### config.mk
export PLATFORM = sky130hd
export DESIGN_NAME = fifo_uart_tx
export DESIGN_NICKNAME = d
export VERILOG_FILES = /design/src/rtl/fifo_uart_tx.sv
export SDC_FILE = /design/constraint.sdc
export NUM_CORES = 1
export LEC_CHECK = 0
export CAP_MARGIN = 40
export CELL_PAD_IN_SITES_DETAIL_PLACEMENT = 1
export CELL_PAD_IN_SITES_GLOBAL_PLACEMENT = 1
export CORE_MARGIN = 2
export CORE_UTILIZATION = 45
export CTS_CLUSTER_DIAMETER = 50
export CTS_CLUSTER_SIZE = 20
export DETAILED_ROUTE_END_ITERATION = 12
export HOLD_SLACK_MARGIN = 0.03
export PLACE_DENSITY_LB_ADDON = 0.1
export SLEW_MARGIN = 20
export SYNTH_ARGS = -nofsm -noshare
export SYNTH_HDL_FRONTEND = slang
export SYNTH_SLANG_ARGS = --single-unit
### constraint.sdc
create_clock -name i_clk -period 3.41 [get_ports i_clk]
set_clock_uncertainty 0.05 [all_clocks]
set_input_delay 0.682 -clock i_clk [delete_from_list [all_inputs] [get_ports i_clk]]
set_output_delay 0.682 -clock i_clk [all_outputs]
set_load 0.005 [all_outputs]
### src/rtl/fifo_uart_tx.sv
// fifo_uart_tx: drains a first-word-fall-through FIFO one word at a time and
// sends each word as a UART frame: start bit, data LSB first, optional parity,
// then one or two stop bits.
module fifo_uart_tx #(
  parameter int DATA_WIDTH   = 8,
  parameter int CLKS_PER_BIT = 16,
  parameter int PARITY_EN    = 0,
  parameter int PARITY_ODD   = 0,
  parameter int STOP_BITS    = 1
) (
  input  logic                  i_clk,
  input  logic                  i_rst_n,
  input  logic                  i_en,
  input  logic                  i_cts_n,
  input  logic                  i_fifo_empty,
  input  logic [DATA_WIDTH-1:0] i_fifo_data,
  output logic                  o_fifo_pop,
  output logic                  o_tx,
  output logic                  o_busy,
  output logic                  o_frame_done
);

  localparam int BAUD_W = (CLKS_PER_BIT > 2) ? $clog2(CLKS_PER_BIT) : 1;
  localparam int BIT_W  = (DATA_WIDTH > 1) ? $clog2(DATA_WIDTH) : 1;

  localparam logic [BAUD_W-1:0] BAUD_LAST = BAUD_W'(CLKS_PER_BIT - 1);
  localparam logic [BIT_W-1:0]  DATA_LAST = BIT_W'(DATA_WIDTH - 1);
  localparam logic [BIT_W-1:0]  STOP_LAST = BIT_W'(STOP_BITS - 1);

  // Reject parameter sets the bit timing cannot support.
  generate
    if (CLKS_PER_BIT < 2 || (STOP_BITS != 1 && STOP_BITS != 2)) begin : g_bad_param
      $error("fifo_uart_tx: CLKS_PER_BIT must be >= 2 and STOP_BITS 1 or 2");
    end
  endgenerate

  typedef enum logic [2:0] {
    S_IDLE,
    S_START,
    S_DATA,
    S_PARITY,
    S_STOP
  } state_t;

  state_t                state, state_nx;
  logic [BAUD_W-1:0]     baud, baud_nx;
  logic [BIT_W-1:0]      bitc, bitc_nx;
  logic [DATA_WIDTH-1:0] shift, shift_nx;
  logic                  par, par_nx;
  logic                  tx, tx_nx;
  logic                  pop, done;
  logic                  launch, bit_end;

  // Reset is folded into launch so the pop strobe drops with reset at once.
  assign launch  = i_rst_n & i_en & ~i_cts_n & ~i_fifo_empty;
  assign bit_end = (baud == BAUD_LAST);

  // State register and datapath; reset leaves the line idle high.
  always_ff @(posedge i_clk or negedge i_rst_n) begin
    if (!i_rst_n) begin
      state <= S_IDLE;
      baud  <= '0;
      bitc  <= '0;
      shift <= '0;
      par   <= 1'b0;
      tx    <= 1'b1;
    end else begin
      state <= state_nx;
      baud  <= baud_nx;
      bitc  <= bitc_nx;
      shift <= shift_nx;
      par   <= par_nx;
      tx    <= tx_nx;
    end
  end

  // Next state, next line level and the pop/done strobes. tx_nx is the level of
  // the bit that starts on the next cycle, so o_tx needs no output decode.
  always_comb begin
    state_nx = state;
    baud_nx  = (state == S_IDLE || bit_end) ? '0 : baud + 1'b1;
    bitc_nx  = bitc;
    shift_nx = shift;
    par_nx   = par;
    tx_nx    = tx;
    pop      = 1'b0;
    done     = 1'b0;
    unique case (state)
      S_IDLE: begin
        tx_nx = 1'b1;
        if (launch) begin
          pop      = 1'b1;
          shift_nx = i_fifo_data;
          par_nx   = (^i_fifo_data) ^ 1'(PARITY_ODD);
          bitc_nx  = '0;
          tx_nx    = 1'b0;
          state_nx = S_START;
        end
      end
      S_START: begin
        if (bit_end) begin
          tx_nx    = shift[0];
          state_nx = S_DATA;
        end
      end
      S_DATA: begin
        if (bit_end) begin
          shift_nx = shift >> 1;
          if (bitc == DATA_LAST) begin
            bitc_nx = '0;
            if (PARITY_EN != 0) begin
              tx_nx    = par;
              state_nx = S_PARITY;
            end else begin
              tx_nx    = 1'b1;
              state_nx = S_STOP;
            end
          end else begin
            bitc_nx = bitc + 1'b1;
            tx_nx   = shift_nx[0];
          end
        end
      end
      S_PARITY: begin
        if (bit_end) begin
          bitc_nx  = '0;
          tx_nx    = 1'b1;
          state_nx = S_STOP;
        end
      end
      S_STOP: begin
        if (bit_end) begin
          if (bitc == STOP_LAST) begin
            done     = 1'b1;
            bitc_nx  = '0;
            state_nx = S_IDLE;
          end else begin
            bitc_nx = bitc + 1'b1;
          end
        end
      end
      default: state_nx = S_IDLE;
    endcase
  end

  assign o_fifo_pop   = pop;
  assign o_tx         = tx;
  assign o_busy       = (state != S_IDLE);
  assign o_frame_done = done;

endmodule

# --- After elaboration in Yosys (flattened, before gate mapping) ---
# Index checks and enable logic that the tools add are counted.
# Widths: inputs -> output; s select.
classes:
  addsub: 2
  n_mul: 0
  div_mod_pow: 0
  order_cmp: 0
  eq_ne: 13
  shifts: 0
  mux: 30
  bitwise_logic: 5
  reduce_logical: 11
ops:
  columns: ["op", "count"]
  rows:
  - ["$mux 3", 13]
  - ["$mux 8", 2]
  - ["$pmux 8 s2", 1]
  - ["$pmux 3 s5", 1]
  - ["$ne 2x2->1 const B", 7]
  - ["$pmux 3 s4", 1]
  - ["$mux 1", 10]
  - ["$reduce_bool 4->1", 2]
  - ["$reduce_and 7->1", 1]
  - ["$eq 3x2->1 const B", 2]
  - ["$eq 3x3->1 const B", 2]
  - ["$logic_not 3->1", 2]
  - ["$reduce_and 5->1", 1]
  - ["$add 4x1->4 const B", 1]
  - ["$eq 4x4->1 const B", 1]
  - ["$mux 4", 1]
  - ["$pmux 1 s4", 1]
  - ["$reduce_and 4->1", 1]
  - ["$add 3x1->3 const B", 1]
  - ["$and 1x1->1", 3]
  - ["$eq 3x1->1 const B", 1]
  - ["$reduce_and 3->1", 1]
  - ["$reduce_bool 3->1", 1]
  - ["$not 1->1", 2]
  - ["other kinds (2)", 2]
totals:
  register_bits: 19
  latchBits: 0
  mem_bits_rw: 0
  romBits: 0
  input_bits: 13
  out_inout_bits: 4
  word_cells: 66
  memories: 0

# --- Logic depth before layout (Yosys ltp) ---
# Gate-level depths: netlist of the first run.
logic_depth:
  word_depth: 5
  ltp_mapped: 6
  mapped_depth_nobuf: 6

# --- Worst setup path after synthesis of the first run ---
# Ideal clock, no wire load.
synth_timing:
  path_type: "input to output"
  start: "input i_fifo_empty"
  end: "output o_fifo_pop"
  arrival_time_ns: 1.050
  required_time_ns: 2.678
  slack_ns: 1.628
  cell_stages: 2
  n_path_buf: 0
  path_cell_list: "nand4bb_4 -> nor2_4"
synth_via:
  elab_chain_len: 4
synth_lines:
  columns: ["item", "line_no", "text"]
  rows:
  - ["start, declared", "15", "input logic i_fifo_empty,"]
  - ["$not 1->1", "55", "assign launch = i_rst_n & i_en & ~i_cts_n & ~i_fifo_empty;"]
  - ["$and 1x1->1", "55", null]
  - ["$mux 1", "91", "if (launch) begin"]
  - ["$mux 1", "88", "unique case (state)"]
  - ["end, declared", "17", "output logic o_fifo_pop,"]
# No other way between the ends.

# --- Worst setup path after layout of the first run ---
layout_timing:
  start: "input i_rst_n"
  end: "output o_fifo_pop"
layout_via:
  elab_chain_len: 5
layout_lines:
  columns: ["item", "line_no", "text"]
  rows:
  - ["start, declared", "12", "input logic i_rst_n,"]
  - ["$and 1x1->1 (3 in series)", "55", null]
  - ["$mux 1", "91", null]
  - ["$mux 1", "88", null]
# No other way between the ends.

==> results of run 1 <==
## registers in the layout (all words and copies together) (netlist names)
signal / cells
shift: 8
o_tx: 1
baud: 4
state: 3
bitc: 3
## critical path, stage by stage
cell and delay, ps:
clkdlybuf4s50_1 540, nand4bb_4 150, nor2_4 150, clkdlybuf4s50_1 520
## final timing paths
check / cells past startpoint / slack, ps / endpoint / startpoint
max: 4 / 630 / o_fifo_pop / i_rst_n
min reg2reg: 1 / 430 / baud[0] / baud[0]
min: 1 / 430 / baud[0] / baud[0]
max in group asynchronous: 2 / 2250 / o_tx / i_rst_n
max reg2reg: 5 / 1510 / bitc[1] / baud[0]
min in group asynchronous: 2 / 790 / baud[1] / i_rst_n
## metrics by stage
stage / cells / cell area, um^2 / total power, mW
2_1_floorplan: 99 / 1130 / 0.527
3_3_place_gp: 144 / 1310 / 0.599
3_5_place_dp: 144 / 1310 / 0.612
4_1_cts: 148 / 1340 / 0.729
5_1_grt: 148 / 1340 / 0.779
6_report: 148 / 1340 / 0.717
## cell families after synthesis
logic type	synth area share, %
xor gates and xnor gates	1.55
buffers and inverters	3.99
adders and majority gates	4.43
AOI/OAI and AO/OA	8.54
and+or+nand+nor	21.4
muxes	17.8
DFF	42.2
## layout make-up
cell class	instances	area, um^2	share of cell area (%)
Inverter	6	22.5	1.68
Multi-Input combinational cell	72	607	45.4
Timing Repair Buffer	17	168	12.5
Sequential cell	19	477	35.6
Clock buffer	4	26.3	1.96
Tap cell	30	37.5	2.81
## per-layer routing
metal	global-route usage [%]	share of wire, %
met2	29.1	50
met1	28.2	46
met5	0	0
met3	3.61	3.7
met4	7.08	0.44
## synthesized netlist by cell type (all sizes together) (2+ instances only)
| master | number |
|---|---|
| ha | 4 |
| dfrtp | 18 |
| a211oi | 2 |
| nor2 | 11 |
| a21oi | 3 |
| nor3b | 3 |
| inv | 6 |
| nor3 | 3 |
| o21ai | 3 |
| nand2 | 3 |
| mux2 | 17 |
| buf | 2 |
| nand3 | 5 |
| and3 | 3 |
| or3 | 2 |
## power groups by stage
| stage | combinational [mW] | clock, mW | sequential (mW) |
|---|---|---|---|
| 6_report | 0.238 | 0.113 | 0.367 |
| 5_1_grt | 0.268 | 0.128 | 0.383 |
| 4_1_cts | 0.241 | 0.120 | 0.367 |
| 3_5_place_dp | 0.239 | 0 | 0.373 |
| 3_3_place_gp | 0.230 | 0 | 0.369 |
| 2_1_floorplan | 0.185 | 0 | 0.343 |
==> impl_metrics.csv, run 1 <==
group,metric,value,unit
cells_and_area,fin_nets,136,
sta,setup_viol,0,
cts,post-cts-setup-buffers,0,
cts,cts.clk_slew.worst_paths,110,ps
logic_synthesis,synthFlopType,"dfrtp_1",
grt,grt_pass1_wl,4.02,mm
critical_path,path_max_fanout,3,
cells_and_area,layout-area-overhead-vs-synth,18.5,%
grt,track_usage,19.5,%
logic_synthesis,synth_top_area_share,39.9,%
sta,slew_viol_final,0,
critical_path,end_kind,"output pin",
floorplan,die_y,54.1,um
cells_and_area,final_cell_mix,"dfrtp_1, mux2_2, clkdlybuf4s50_1",
power,p_seq_share,51.1,%
sta,finalHoldViolCount,0,
floorplan,initial_core_util,46.4,%
route,drc,0,
floorplan,io_pins,17,
logic_synthesis,synth_area_leader_cell,"dfrtp_1",
critical_path,crit_type,"in -> out",
power,p_leak,0.562,nW
cells_and_area,diodes,0,
logic_synthesis,synth_edf_count,0,
sta,rsz0062_at_grt,"false",
route,antenna_left,0,
grt,grt_pass1_vias,805,
grt,grt_max_degree,21,
cts,clock_sinks,19,
cts,cts-root-buf,"clkbuf_4",
logic_synthesis,yosys_register_bits,19,
job,drv_cap,0,
route,drt-initial-drc-count,10,
placed_design,gp_congestion,0.816,
cts,hold_buffers,0,
sta,max_freq,0.360,GHz
logic_synthesis,syn_avg_cell_area,11.4,um^2
route,vias_per_cell,5.45,
route,routed_wl,2.27,mm
sta,fin_crit,2780,ps
power,power.internal,480,uW
logic_synthesis,syn_inst,99,
logic_synthesis,mappedNetlistNets,116,
cts,cts_tree,"done",
logic_synthesis,synthTopCellsByArea,"dfrtp_1, mux2_2, ha_1",
power,combPwrFrac,33.2,%
floorplan,rows,18,
cells_and_area,drive_gt1_share,28.0,%
sta,worst_pin_slew,452,ps
power,p_switching,237,uW
power,clockPowerShare,15.7,%
route,first_pass_iters,4,
cts,cts_max_level,1,
floorplan,die-width,54.1,um
cts,cts_buffers,3,
cts,clockBufferDepth,2,
cells_and_area,fin_util,55.0,%
placed_design,dp_worst_setup_slack,617,ps
cts,cts_resized,0,
route,wl_per_cell,15.4,um
floorplan,die_area,2920,um^2
route,via_count,807,
hold_path,hold_class,"reg -> reg",
status,status,"complete, no violations",
logic_synthesis,ys_async_sr_fraction,100,%
logic_synthesis,netlist_area,1130,um^2
logic_synthesis,synth_cell_type_count,37,
sta,final.setup.tns,0,ps
grt,gr-total-overflow,0,
power,ir_worst_vdd,0.415,mV
sta,slew_headroom,69.8,%
cells_and_area,final_common_cell,"dfrtp_1",
floorplan,coreArea,2430,um^2
placed_design,dp_hpwl,1.78,mm
cts,clk_latency,290,ps
sta,fin_ws,633,ps
logic_synthesis,ys_seq_area_share,42.2,%
sta,fin_crit_sh,81.4,%
power,p_sw_share,33.0,%
cells_and_area,fillers,276,
critical_path,cp-start-kind,"input port",
logic_synthesis,ys_warn_count,0,
grt,antenna_found_initial,0,
power,pwr_density_cell,536,nW/um^2
critical_path,cp_data_arrival_time,2040,ps
sta,whs,429,ps
placed_design,io_buffers,16,
critical_path,critPathRequiredTime,2680,ps
Note: power is estimated with default switching activity, not from simulation.
==> inputs of run 2 (changes only) <==
--- a/config.mk
+++ b/config.mk
@@ -9,7 +9,7 @@
 export CELL_PAD_IN_SITES_DETAIL_PLACEMENT = 1
 export CELL_PAD_IN_SITES_GLOBAL_PLACEMENT = 1
 export CORE_MARGIN = 2
-export CORE_UTILIZATION = 45
+export CORE_UTILIZATION = 42
 export CTS_CLUSTER_DIAMETER = 50
 export CTS_CLUSTER_SIZE = 20
 export DETAILED_ROUTE_END_ITERATION = 12
==> constraint.sdc (replaced) <==
create_clock -name i_clk -period 2.8 [get_ports i_clk]
set_clock_uncertainty 0.05 [all_clocks]
set_input_delay 0.56 -clock i_clk [delete_from_list [all_inputs] [get_ports i_clk]]
set_output_delay 0.56 -clock i_clk [all_outputs]
set_load 0.005 [all_outputs]
==> run 2 against run 1 <==
Net effect: sequential power rose by 22%; clock-buffer cell count is the same; final cell count increased by 0.68%; final area grew 0.56%; via count is 1.6% higher; global-route usage shrank 1.9 points; critical path depth unchanged; setup slack worse by 470 ps; clock power grew 23%; die area increased by 6.6%; first-iteration DRC count grew 100%; sequential share of layout area is 0.20 points lower; critical path type is now reg -> out; critical endpoint is now o_frame_done.
==> impl_metrics.csv, run 2 (synthesis gave the netlist of run 1 again) <==
group,metric,value,unit
status,status,"complete, no violations",
job,drv_cap,0,
critical_path,end_kind,"output pin",
critical_path,crit_type,"reg -> out",
cts,cts_buffers,3,
power,p_sw_share,33.7,%
placed_design,placed_area,1320,um^2
cells_and_area,final_cell_mix,"dfrtp_1, mux2_2, clkdlybuf4s50_1",
floorplan,die_area,3120,um^2
placed_design,dpl.cell_count,145,
sta,slew_headroom,66.3,%
cts,clockBufferDepth,2,
placed_design,dp_hpwl,1.77,mm
cells_and_area,final_common_cell,"dfrtp_1",
power,p_switching,297,uW
cells_and_area,largest_register_ffs,8,
placed_design,io_buffers,16,
cells_and_area,layout-area-overhead-vs-synth,19.2,%
grt,antenna_found_initial,0,
cells_and_area,final_cell_area,1350,um^2
cts,clk_latency,300,ps
hold_path,min_path_cells,1,
sta,fin_crit,2640,ps
sta,worst_pin_slew,505,ps
power,ir_worst_vdd,0.439,mV
route,routed_wl,2.40,mm
route,drc,0,
cells_and_area,reg_top3,"shift x8, baud x4",
route,via_count,820,
grt,track_usage,17.7,%
floorplan,die-width,55.8,um
route,vias_per_cell,5.50,
critical_path,critPathRequiredTime,2190,ps
cts,cts-root-buf,"clkbuf_4",
cells_and_area,drive_gt1_share,28.6,%
critical_path,regToRegSetupSlack,900,ps
cells_and_area,fin_nets,137,
cells_and_area,top_register,"shift",
cts,post-cts-setup-buffers,0,
cells_and_area,diodes,0,
power,pwr_density_cell,656,nW/um^2
grt,grt_max_degree,21,
route,drt-initial-drc-count,20,
critical_path,r2r_end,"bitc[1]",
floorplan,initial_core_util,44.7,%
floorplan,coreArea,2520,um^2
grt,grt_pass1_vias,950,
critical_path,ff2ff_path_depth,5,
power,power,882,uW
critical_path,path_max_fanout,11,
cts,cts_max_level,1,
route,wl_per_cell,16.1,um
sta,max_freq,0.379,GHz
cells_and_area,final_cells,149,
placed_design,dp_worst_setup_slack,259,ps
route,antenna_left,0,
cells_and_area,fin_util,53.3,%
sta,whs,421,ps
cells_and_area,fillers,295,
placed_design,gp_congestion,0.786,
floorplan,rows,18,
sta,fin_ws,159,ps
cts,cts.clk_slew.worst_paths,110,ps
power,clockPowerShare,15.7,%
hold_path,hold_class,"reg -> reg",
floorplan,io_pins,17,
sta,slew_viol_final,0,
cts,hold_buffers,0,
power,p_seq_share,50.8,%
sta,final.setup.tns,0,ps
hold_path,worstHoldStart,"baud[0]",
critical_path,r2r-start,"baud[0]",
grt,grt_pass1_wl,4.33,mm
cts,cts_resized,0,
sta,finalHoldViolCount,0,
cts,cts_tree,"done",
grt,gr-total-overflow,0,
power,p_leak,0.567,nW
sta,fin_crit_sh,94.3,%
sta,setup_viol,0,
cts,clock_sinks,19,
sta,rsz0062_at_grt,"false",
hold_path,whs_endpoint,"baud[0]",
floorplan,die_y,55.8,um
route,first_pass_iters,4,
power,combPwrFrac,33.4,%
power,power.internal,585,uW
critical_path,cp_data_arrival_time,2030,ps
critical_path,cp-start-kind,"flop",
[run 2: worst max path at each step]
stage | from | end | slack, ps | cells after the start
global route | state[0] | o_frame_done | 40 | 4
CTS | state[0] | o_frame_done | 180 | 4
global placement | i_rst_n | o_fifo_pop | 270 | 4
floorplan | baud[0] | bitc[0] | 1040 | 5
detailed placement | i_rst_n | o_fifo_pop | 260 | 4
finish | state[0] | o_frame_done | 160 | 4
[run 2: power by group through the flow]
stage	Combinational [mW]	Clock (mW)	Sequential [mW]
6_report	0.295	0.139	0.448
5_1_grt	0.329	0.161	0.465
4_1_cts	0.298	0.143	0.449
3_5_place_dp	0.293	0	0.454
3_3_place_gp	0.281	0	0.449
2_1_floorplan	0.225	0	0.417
[run 2: layout make-up]
| class | count | area [um^2] | area share [%] |
|---|---|---|---|
| Multi-Input combinational cell | 72 | 607 | 45.1 |
| Tap cell | 30 | 37.5 | 2.79 |
| Sequential cell | 19 | 477 | 35.4 |
| Inverter | 6 | 22.5 | 1.67 |
| Timing Repair Buffer | 18 | 175 | 13.0 |
| Clock buffer | 4 | 26.3 | 1.95 |
[run 2: critical path, stage by stage (launching register included)]
cell	delay, ps
dfrtp_1	550
nor2_1	380
nand3_1	180
nor2_1	130
clkdlybuf4s50_1	500
[run 2: routing by layer]
metal / global-route usage (%) / part of all wire, % / wire [um] / vias to the layer above
met5: 0 / 0 / 0 / -
met4: 5.10 / 0.63 / 15 / 0
met3: 2.79 / 1.9 / 45 / 2
met2: 29.9 / 50 / 1200 / 8
met1: 23.4 / 47 / 1140 / 415
li1: - / - / - / 395
